## src/rtl/pipe_hazard_ctrl.sv

```systemverilog
// pipe_hazard_ctrl: stall/flush/forwarding controller for a 5-stage pipeline with memory-wait freeze
module pipe_hazard_ctrl #(
  parameter int AW        = 5,
  parameter int FWD_EN    = 1,
  parameter int RF_BYPASS = 1,
  parameter int TIMEOUT   = 64,
  parameter int CNT_W     = 16
) (
  input  logic             clk,
  input  logic             rst,
  input  logic [AW-1:0]    id_rs1,
  input  logic [AW-1:0]    id_rs2,
  input  logic             id_use1,
  input  logic             id_use2,
  input  logic [AW-1:0]    ex_rs1,
  input  logic [AW-1:0]    ex_rs2,
  input  logic [AW-1:0]    ex_rd,
  input  logic             ex_regwrite,
  input  logic             ex_memread,
  input  logic [AW-1:0]    mem_rd,
  input  logic             mem_regwrite,
  input  logic [AW-1:0]    wb_rd,
  input  logic             wb_regwrite,
  input  logic             br_taken,
  input  logic             mem_req,
  input  logic             mem_ready,
  output logic             pc_en,
  output logic             if_id_en,
  output logic             id_ex_en,
  output logic             ex_mem_en,
  output logic             mem_wb_en,
  output logic             if_id_flush,
  output logic             id_ex_flush,
  output logic             ex_mem_flush,
  output logic [1:0]       fwd_a,
  output logic [1:0]       fwd_b,
  output logic             mem_err,
  output logic [CNT_W-1:0] stall_cnt,
  output logic [CNT_W-1:0] flush_cnt
);
  localparam int WW = (TIMEOUT > 2) ? $clog2(TIMEOUT) : 1;
  typedef enum logic [1:0] {RUN, MWAIT, MERR} state_t;
  state_t r_state, w_state_nxt;
  logic [WW-1:0] r_wait_cnt, w_wait_nxt;
  logic [CNT_W-1:0] r_stall_cnt, r_flush_cnt;
  logic w_match_ex, w_match_mem, w_match_wb, w_freeze, w_stall;

  function automatic logic hit(input logic we, input logic [AW-1:0] rd, input logic [AW-1:0] rs1,
                               input logic u1, input logic [AW-1:0] rs2, input logic u2);
    return we && rd != '0 && ((u1 && rd == rs1) || (u2 && rd == rs2));
  endfunction

  assign w_match_ex  = hit(ex_regwrite, ex_rd, id_rs1, id_use1, id_rs2, id_use2);
  assign w_match_mem = hit(mem_regwrite, mem_rd, id_rs1, id_use1, id_rs2, id_use2);
  assign w_match_wb  = hit(wb_regwrite, wb_rd, id_rs1, id_use1, id_rs2, id_use2);
  assign w_freeze    = (mem_req && !mem_ready) || r_state == MERR;
  assign w_stall     = (ex_memread && w_match_ex) ||
                       (FWD_EN == 0 && (w_match_ex || w_match_mem || (w_match_wb && RF_BYPASS == 0)));
  assign mem_err     = r_state == MERR;
  assign stall_cnt   = r_stall_cnt;
  assign flush_cnt   = r_flush_cnt;

  assign fwd_a = !(FWD_EN != 0 && rst) ? 2'b00 :
                 (mem_regwrite && mem_rd != '0 && mem_rd == ex_rs1) ? 2'b10 :
                 (wb_regwrite && wb_rd != '0 && wb_rd == ex_rs1) ? 2'b01 : 2'b00;
  assign fwd_b = !(FWD_EN != 0 && rst) ? 2'b00 :
                 (mem_regwrite && mem_rd != '0 && mem_rd == ex_rs2) ? 2'b10 :
                 (wb_regwrite && wb_rd != '0 && wb_rd == ex_rs2) ? 2'b01 : 2'b00;

  // stage enables and bubbles: freeze beats branch flush beats hazard stall
  always_comb begin
    {pc_en, if_id_en, id_ex_en, ex_mem_en, mem_wb_en} = 5'b00000;
    {if_id_flush, id_ex_flush, ex_mem_flush} = 3'b000;
    if (rst && !w_freeze) begin
      {pc_en, if_id_en, id_ex_en, ex_mem_en, mem_wb_en} = 5'b11111;
      if (br_taken) begin
        {if_id_flush, id_ex_flush, ex_mem_flush} = 3'b111;
      end else if (w_stall) begin
        pc_en = 1'b0;
        if_id_en = 1'b0;
        id_ex_flush = 1'b1;
      end
    end
  end

  // memory wait tracking with timeout into a sticky error state
  always_comb begin
    w_state_nxt = r_state;
    w_wait_nxt = r_wait_cnt;
    case (r_state)
      RUN: if (mem_req && !mem_ready) begin
        w_state_nxt = MWAIT;
        w_wait_nxt = WW'(1);
      end
      MWAIT: if (!mem_req || mem_ready) begin
        w_state_nxt = RUN;
        w_wait_nxt = '0;
      end else if (r_wait_cnt == WW'(TIMEOUT - 1)) begin
        w_state_nxt = MERR;
      end else begin
        w_wait_nxt = r_wait_cnt + WW'(1);
      end
      default: w_state_nxt = MERR;
    endcase
  end

  // state register and saturating stall/flush counters
  always_ff @(posedge clk or negedge rst) begin
    if (!rst) begin
      r_state <= RUN;
      r_wait_cnt <= '0;
      r_stall_cnt <= '0;
      r_flush_cnt <= '0;
    end else begin
      r_state <= w_state_nxt;
      r_wait_cnt <= w_wait_nxt;
      if (!pc_en && r_state != MERR && r_stall_cnt != '1) r_stall_cnt <= r_stall_cnt + CNT_W'(1);
      if (if_id_flush && r_flush_cnt != '1) r_flush_cnt <= r_flush_cnt + CNT_W'(1);
    end
  end
endmodule

```

## config.mk

```make
export PLATFORM = sky130hd
export DESIGN_NAME = pipe_hazard_ctrl
export DESIGN_NICKNAME = d
export VERILOG_FILES = /design/src/rtl/pipe_hazard_ctrl.sv
export SDC_FILE = /design/constraint.sdc
export NUM_CORES = 1
export LEC_CHECK = 0
export BUFFER_PORTS_ARGS = -buffer_cell sky130_fd_sc_hd__buf_2
export CAP_MARGIN = 0
export CORE_MARGIN = 2
export CORE_UTILIZATION = 33
export DETAILED_ROUTE_END_ITERATION = 16
export SYNTH_ARGS = -nofsm -noshare
export SYNTH_HDL_FRONTEND = slang
export SYNTH_SLANG_ARGS = --single-unit
```

## constraint.sdc

```tcl
create_clock -name clk -period 3.2 [get_ports clk]
set_clock_uncertainty 0.1 [all_clocks]
set_input_delay 0.64 -clock clk [delete_from_list [all_inputs] [get_ports clk]]
set_output_delay 0.64 -clock clk [all_outputs]
set_load 0.02 [all_outputs]
```

* Word-level counts from Yosys, hierarchy flattened
Index checks and enable logic that the tools add are counted.
Storage, ports and cells: logic and storage cells 75, input port bits 46, bits in registers 40, output and inout port bits 45
Cells by class: equality and inequality tests 15, muxes and demuxes 23, reduce and logical (&&, ||, !) cells 30, add/sub/neg operators 3
Operators by type and width (count):
- $add 16x1->16 const B | 2
- $ne 16x16->1 const B | 2
- $eq 5x5->1 | 6
- $mux 6 | 3
- $logic_and 1x1->1 | 16
- $reduce_bool 5->1 | 3
- $mux 2 | 7
- $pmux 6 s2 | 1
- $mux 1 | 11
- $add 6x1->6 const B | 1
- $eq 6x6->1 const B | 1
- $ne 3x3->1 const B | 2
- $logic_not 1->1 | 4
- $ne 2x2->1 const B | 2
- $pmux 2 s2 | 1
- $logic_or 1x1->1 | 3
- $reduce_and 3->1 | 1
- $eq 2x1->1 const B | 1
- $eq 2x2->1 const B | 1
- $logic_not 2->1 | 1
- $reduce_and 2->1 | 1
- $reduce_bool 2->1 | 1

* Depth between registers and ports, before layout
Gate-level depths: netlist (run 1).
word-level depth 11, gate-level depth with buffers 7, mapped depth without buffers 7

* Worst setup path after synthesis (run 1)
Ideal clock, no wire load.
kind input to output, start input mem_rd[1], end output fwd_a[0], required time 2460 ps, setup slack 303 ps, stages 4, arrival time 2157 ps, path buffers 0, cell sequence or4_1 -> o21ai_0 -> nor4_1 -> nor4_1
On the way: longest elaborated chain between the ends 5
Ends and longest elaborated chain:
- from (decl) | line 20 | input logic [AW-1:0] mem_rd,
- $reduce_bool 5->1 | line 64 | (mem_regwrite && mem_rd != '0 && mem_rd == ex_rs1) ? 2'b10 :
- $logic_and 1x1->1 | line 64
- $logic_and 1x1->1 * | line 64
- $mux 2 * | line 64
- $mux 2 * | line 63 | assign fwd_a = !(FWD_EN != 0 && rst) ? 2'b00 :
- to (decl) | line 35 | output logic [1:0] fwd_a,
Every way passes the cells marked *; elsewhere a longest branch is shown, timed or not.

* Final worst setup path (run 1)
start input mem_rd[1], end output fwd_b[0]
On the way: longest elaborated chain between the ends 5
Ends and longest elaborated chain:
- $reduce_bool 5->1 | line 67 | (mem_regwrite && mem_rd != '0 && mem_rd == ex_rs2) ? 2'b10 :
- $logic_and 1x1->1 | line 67
- $logic_and 1x1->1 * | line 67
- $mux 2 * | line 67
- $mux 2 * | line 66 | assign fwd_b = !(FWD_EN != 0 && rst) ? 2'b00 :
- to (decl) | line 36 | output logic [1:0] fwd_b,
Marks and branches as above.

==> results.sh, run 1 <==
export IMPL_num_rows=31
export IMPL_nets=394
export IMPL_crit_fanout=3
export IMPL_synth_top_area_cell="dfrtp_1"
export IMPL_synth_seq_cells=40
export IMPL_port_buffers=90
export IMPL_grt_pass1_wl_um=9100
export IMPL_cts_made_buffers=5
export IMPL_drt_total_wl_um=5670
export IMPL_cap_violations=0
export IMPL_ctsResizeCount=0
export IMPL_postLayoutSetupSlackWorst_ns=0.318
export IMPL_worstMarginPinSlew_ns=0.685
export IMPL_status="complete, no violations"
export IMPL_vias=2113
export IMPL_slowest_delay_ns=0.52
export IMPL_drc=0
export IMPL_firstDrtPassIters=4
export IMPL_arrival_ns=2.14
export IMPL_r2r_end="stall_cnt[1]$_DFFE_PN0P_"
export IMPL_overflow=0
export IMPL_drive_gt1_share_pct=30.7
export IMPL_viasPerCell=4.76
export IMPL_synth_nets=300
export IMPL_cpMaxStageDelayCell="or4_1"
export IMPL_fin_crit_ns=2.88
export IMPL_antenna_found_initial=0
export IMPL_synth_seq_area_share_pct=41.8
export IMPL_cts_tree="yes"
export IMPL_cts_max_path_buffers=2
export IMPL_area_delta_synth_final_pct=28.2
export IMPL_clk_latency_ns=0.29
export IMPL_synth_area_um2=2400
export IMPL_die_area_um2=7960
export IMPL_die_w_um=89.2
export IMPL_ys_warn_count=0
export IMPL_fin_util_pct=43.1
export IMPL_cellLeakagePower_uw=0.00154
export IMPL_gp_congestion=0.869
export IMPL_finalSetupViolCount=0
export IMPL_critical_path_required_ns=2.46
export IMPL_rr_startpoint="stall_cnt[0]$_DFFE_PN0P_"
export IMPL_diodes=0
export IMPL_dp_hpwl_um=4370
export IMPL_worstPathCellList="buf_2 -> or4_1 -> o21ai_0 -> nor4_1 -> nor4_1 -> buf_2"
export IMPL_track_usage_pct=14.4
export IMPL_ir_drop_mv=0.392
export IMPL_initial_utilization_pct=33.6
export IMPL_ioPinCount=91
export IMPL_slew_viol_final=0
export IMPL_post_route_period_util_pct=90.1
export IMPL_clkTransAtPathRegs_ns=0.08
export IMPL_drt_iter0_markers=119
export IMPL_cellPowerDensity_nw_per_um2=524
export IMPL_hold_violations=0
export IMPL_post_cts_buffers=0
export IMPL_max_freq_ghz=0.347
export IMPL_clock_sinks=40
export IMPL_crit_type="in -> out"
export IMPL_cts_max_level=2
export IMPL_critPathTopFamily="simple AND/OR/NAND/NOR gates"
export IMPL_grt_pass1_vias=2002
export IMPL_synth_edf_count=0
export IMPL_r2r_slack_ns=1.00
export IMPL_netlist_instances=251
export IMPL_ant_nets=0
export IMPL_synth_flop_cell="dfrtp_1"
export IMPL_r2r_cells=6
export IMPL_fin_tns_setup_ns=0
export IMPL_nFillCells=737
export IMPL_maxSlewHeadroom_pct=53.9
export IMPL_endpoint_kind="output pin"
export IMPL_hold_path_class="in -> async"
export IMPL_syn_avg_cell_area_um2=9.55
export IMPL_core_area_um2=7140
export IMPL_cts_hold_buf=0
export IMPL_cp_start_kind="primary input"
export IMPL_die_height_um=89.2
export IMPL_cts_root_buf="clkbuf_8"
export IMPL_synth_top_area_share_pct=41.8
export IMPL_synthArstFlopShare_pct=100
export IMPL_grt_max_degree=26
export IMPL_synth_area_leaders="dfrtp_1 42%, xor2_1 14%, xnor2_1 8.4%"
export IMPL_yosysUniqueCellTypes=37
export IMPL_dpl_worst_slack_ns=0.331
export IMPL_worst_path_buf_inv=2
export IMPL_rsz0062_at_grt="false"
export IMPL_routedWlPerCell_um=12.8
[routing by layer]
metal	GRT usage, %	part of all wire (%)	vias up
met5	0	0	-
met4	5.29	2.3	0
met3	2.49	4.8	13
met2	24.0	46	58
met1	18.9	47	983
li1	-	-	1059
[cell usage after synthesis, types with 3 or more instances]
library cell / n
dfrtp_1: 40
xor2_1: 37
xnor2_1: 23
nor2_1: 21
nand2_1: 19
nand3_1: 17
nor3_1: 12
nand4_1: 11
nor4_1: 9
o21ai_0: 9
inv_1: 8
buf_4: 4
or4_1: 4
a21oi_1: 3
ha_1: 3
nand2b_1: 3
[where the power goes]
group / internal (uW) / leakage (uW) / switching [uW]
clock network: 307 / 0.0000642 / 177
logic: 189 / 0.000961 / 255
registers: 584 / 0.000519 / 99.3
[worst register-to-register path, cell delays in order, from the launching register on]
cell and delay [ns]:
dfrtp_1 0.41, ha_1 0.21, nand3_1 0.08, or2_2 0.33, nor3_1 0.54, nor2_2 0.11, mux2_4 0.31
[worst max path at each step]
stage / to / slack (ns) / start / depth (start not counted)
after floorplan: fwd_a[0] / 0.30 / mem_rd[1] / 4
after global placement: fwd_b[0] / 0.41 / mem_rd[1] / 6
after detailed placement: fwd_b[0] / 0.33 / mem_rd[1] / 6
after CTS: fwd_b[0] / 0.33 / mem_rd[1] / 6
after global routing: fwd_a[0] / 0.15 / mem_rd[1] / 6
final: fwd_b[0] / 0.32 / mem_rd[1] / 6
[state kept, by name, indices dropped and copies added, names as in the netlist]
register and count:
flush_cnt 16, r_state 2, r_wait_cnt 6, stall_cnt 16
[cell usage in the layout, fill, tap and decap left out, drive strengths merged]
master and instances:
a211o 1, a21o 1, a21oi 3, a31oi 2, a32oi 1, and2 2
and3 2, buf 92, bufinv 2, clkbuf 5, dfrtp 40, ha 3
inv 8, mux2 2, mux2i 1, nand2 19, nand2b 3, nand3 17
nand4 11, nor2 22, nor2b 1, nor3 12, nor3b 1, nor4 9
nor4b 2, o211ai 1, o21ai 9, o21bai 1, o22ai 1, o311a 1
o31ai 2, or2 2, or3 2, or4 4, xnor2 23, xor2 37
[metrics by stage]
| step | hold WS (ns) | power, uW | cells | instance area (um^2) |
|---|---|---|---|---|
| after CTS | 0.322 | 1630 | 444 | 3070 |
| after detailed placement | 0.381 | 1140 | 437 | 2950 |
| after global routing | 0.311 | 1710 | 444 | 3070 |
| after global placement | 0.374 | 1130 | 437 | 2950 |
| final | 0.299 | 1610 | 444 | 3070 |
| after floorplan | 0.244 | 960 | 251 | 2400 |
[cells by family after synthesis]
family	share of synthesized area (%)
XOR/XNOR	21.9
multiplexers	1.51
AO/OA/AOI/OAI	7.05
AND/OR/NAND/NOR	23.2
flip-flops	41.8
buffers and inverters	2.98
adder cells (fa/ha/maj)	1.57
[cell type report]
type | count | area (um^2) | share of cell area, %
Sequential cell | 40 | 1000 | 32.6
Multi-Input combinational cell | 198 | 1330 | 43.1
Timing Repair Buffer | 92 | 465 | 15.1
Tap cell | 99 | 124 | 4.03
Inverter | 8 | 30.0 | 0.977
Clock buffer | 5 | 68.8 | 2.24
Clock inverter | 2 | 60.1 | 1.95
No activity file was read; power rests on OpenSTA's default activity.
==> run 2, diff against run 1 <==
--- a/config.mk
+++ b/config.mk
@@ -10,6 +10,7 @@
 export CORE_MARGIN = 2
 export CORE_UTILIZATION = 33
 export DETAILED_ROUTE_END_ITERATION = 16
+export REMOVE_ABC_BUFFERS = 1
 export SYNTH_ARGS = -nofsm -noshare
 export SYNTH_HDL_FRONTEND = slang
 export SYNTH_SLANG_ARGS = --single-unit
==> constraint.sdc (replaced) <==
create_clock -name clk -period 3.3 [get_ports clk]
set_clock_uncertainty 0.1 [all_clocks]
set_input_delay 0.66 -clock clk [delete_from_list [all_inputs] [get_ports clk]]
set_output_delay 0.66 -clock clk [all_outputs]
set_load 0.02 [all_outputs]
==> run 2 against run 1 <==
Effect of this change: clock power decreased by 31%; global-route usage fell by 0.11 points; clock-buffer cell count increased by 3; final cell count is 0.45% higher; critical path type unchanged; critical endpoint unchanged.
==> results.sh, run 2 (same netlist as run 1, synthesis figures left out) <==
export IMPL_status="complete, no violations"
export IMPL_track_usage_pct=14.3
export IMPL_maxSlewHeadroom_pct=55.9
export IMPL_drt_iter0_markers=133
export IMPL_num_rows=31
export IMPL_finalSetupViolCount=0
export IMPL_die_w_um=89.2
export IMPL_cts_made_buffers=5
export IMPL_cellLeakagePower_uw=0.00153
export IMPL_dp_hpwl_um=4420
export IMPL_cts_tree="yes"
export IMPL_endpoint_kind="output pin"
export IMPL_antenna_found_initial=0
export IMPL_crit_fanout=3
export IMPL_r2r_end="stall_cnt[1]$_DFFE_PN0P_"
export IMPL_gp_congestion=0.849
export IMPL_cp_start_kind="primary input"
export IMPL_postLayoutSetupSlackWorst_ns=0.445
export IMPL_cap_violations=0
export IMPL_grt_max_degree=28
export IMPL_ctsResizeCount=0
export IMPL_cellPowerDensity_nw_per_um2=468
export IMPL_cts_root_buf="clkbuf_8"
export IMPL_ioPinCount=91
export IMPL_vias=2132
export IMPL_initial_utilization_pct=33.6
export IMPL_max_freq_ghz=0.350
export IMPL_post_route_period_util_pct=86.5
export IMPL_final_cell_mix="90 x buf_2, 40 x dfrtp_1, 37 x xor2_1"
export IMPL_cts_max_path_buffers=2
export IMPL_r2r_cells=6
export IMPL_arrival_ns=2.10
export IMPL_diodes=0
export IMPL_critical_path_required_ns=2.54
export IMPL_slew_viol_final=0
export IMPL_cts_hold_buf=0
export IMPL_hold_path_class="in -> async"
export IMPL_port_buffers=90
export IMPL_drive_gt1_share_pct=30.5
export IMPL_drt_total_wl_um=5650
export IMPL_fin_tns_setup_ns=0
export IMPL_fin_crit_ns=2.86
export IMPL_rsz0062_at_grt="false"
export IMPL_r2r_slack_ns=1.08
export IMPL_nets=395
export IMPL_rr_startpoint="stall_cnt[0]$_DFFE_PN0P_"
export IMPL_viasPerCell=4.78
export IMPL_dpl_worst_slack_ns=0.431
export IMPL_die_height_um=89.2
export IMPL_worstMarginPinSlew_ns=0.655
export IMPL_core_area_um2=7140
export IMPL_grt_pass1_wl_um=8920
export IMPL_overflow=0
export IMPL_ir_drop_mv=0.354
export IMPL_hold_violations=0
export IMPL_clk_latency_ns=0.29
export IMPL_drc=0
export IMPL_post_cts_buffers=0
export IMPL_clock_sinks=40
export IMPL_firstDrtPassIters=4
export IMPL_cts_max_level=2
export IMPL_ant_nets=0
export IMPL_grt_pass1_vias=1952
export IMPL_die_area_um2=7960
export IMPL_routedWlPerCell_um=12.7
export IMPL_mostFrequentLayoutCell="buf_2"
export IMPL_crit_type="in -> out"
export IMPL_area_delta_synth_final_pct=26.9
export IMPL_clkTransAtPathRegs_ns=0.07
==> run 2: changes by cell type in the layout (fill, tap and decap cells not counted) <==
cell and delta:
clkbuf_8 +1, bufinv_16 -2, clkbuf_1 +2, buf_4 +1
==> run 2: how the worst max path moves through the flow <==
stage          cells past startpoint       end      start  slack, ns
2_1_floorplan                      4  fwd_a[0]  mem_rd[1]       0.36
3_3_place_gp                       6  fwd_a[0]  mem_rd[1]       0.46
3_5_place_dp                       6  fwd_b[0]  mem_rd[1]       0.43
4_1_cts                            6  fwd_b[0]  mem_rd[1]       0.43
5_1_grt                            6  fwd_a[0]  mem_rd[1]       0.25
6_report                           6  fwd_b[0]  mem_rd[1]       0.44
==> run 2: critical path, stage by stage <==
cell and delay (ns):
buf_2 0.12, or4_1 0.51, o21ai_0 0.22, nor4_1 0.11
nor4_1 0.27, buf_2 0.21
==> run 2: per-layer routing <==
| layer | GRT usage [%] | vias to the layer above | part of all wire (%) |
|---|---|---|---|
| li1 | - | 1069 | - |
| met1 | 18.3 | 1008 | 45 |
| met2 | 24.5 | 48 | 49 |
| met3 | 3.05 | 7 | 5.1 |
| met4 | 4.07 | 0 | 1.2 |
| met5 | 0 | - | 0 |
==> run 2: metrics by stage <==
step / power, uW / utilization (%) / instance area [um^2] / cells / hold slack, ns
after floorplan: 925 / - / 2360 / 246 / 0.264
after global placement: 1100 / 41.4 / 2950 / 438 / 0.373
after detailed placement: 1110 / 41.4 / 2950 / 438 / 0.370
after CTS: 1450 / 42.6 / 3040 / 446 / 0.309
after global routing: 1520 / 42.6 / 3040 / 446 / 0.309
final: 1420 / 42.6 / 3040 / 446 / 0.309
==> run 2: where the power goes <==
| part | switching, uW | internal [uW] |
|---|---|---|
| logic | 246 | 183 |
| clock network | 162 | 171 |
| registers | 97.0 | 566 |
| total | 504 | 920 |
==> run 2: final cells by class <==
| cell class | instances | area (um^2) |
|---|---|---|
| well taps | 99 | 124 |
| clock buffers | 8 | 90.1 |
| repair buffers | 93 | 473 |
| multi-input cells | 198 | 1330 |
| flip-flops and latches | 40 | 1000 |
| fillers | 762 | 4090 |
| inverters | 8 | 30.0 |
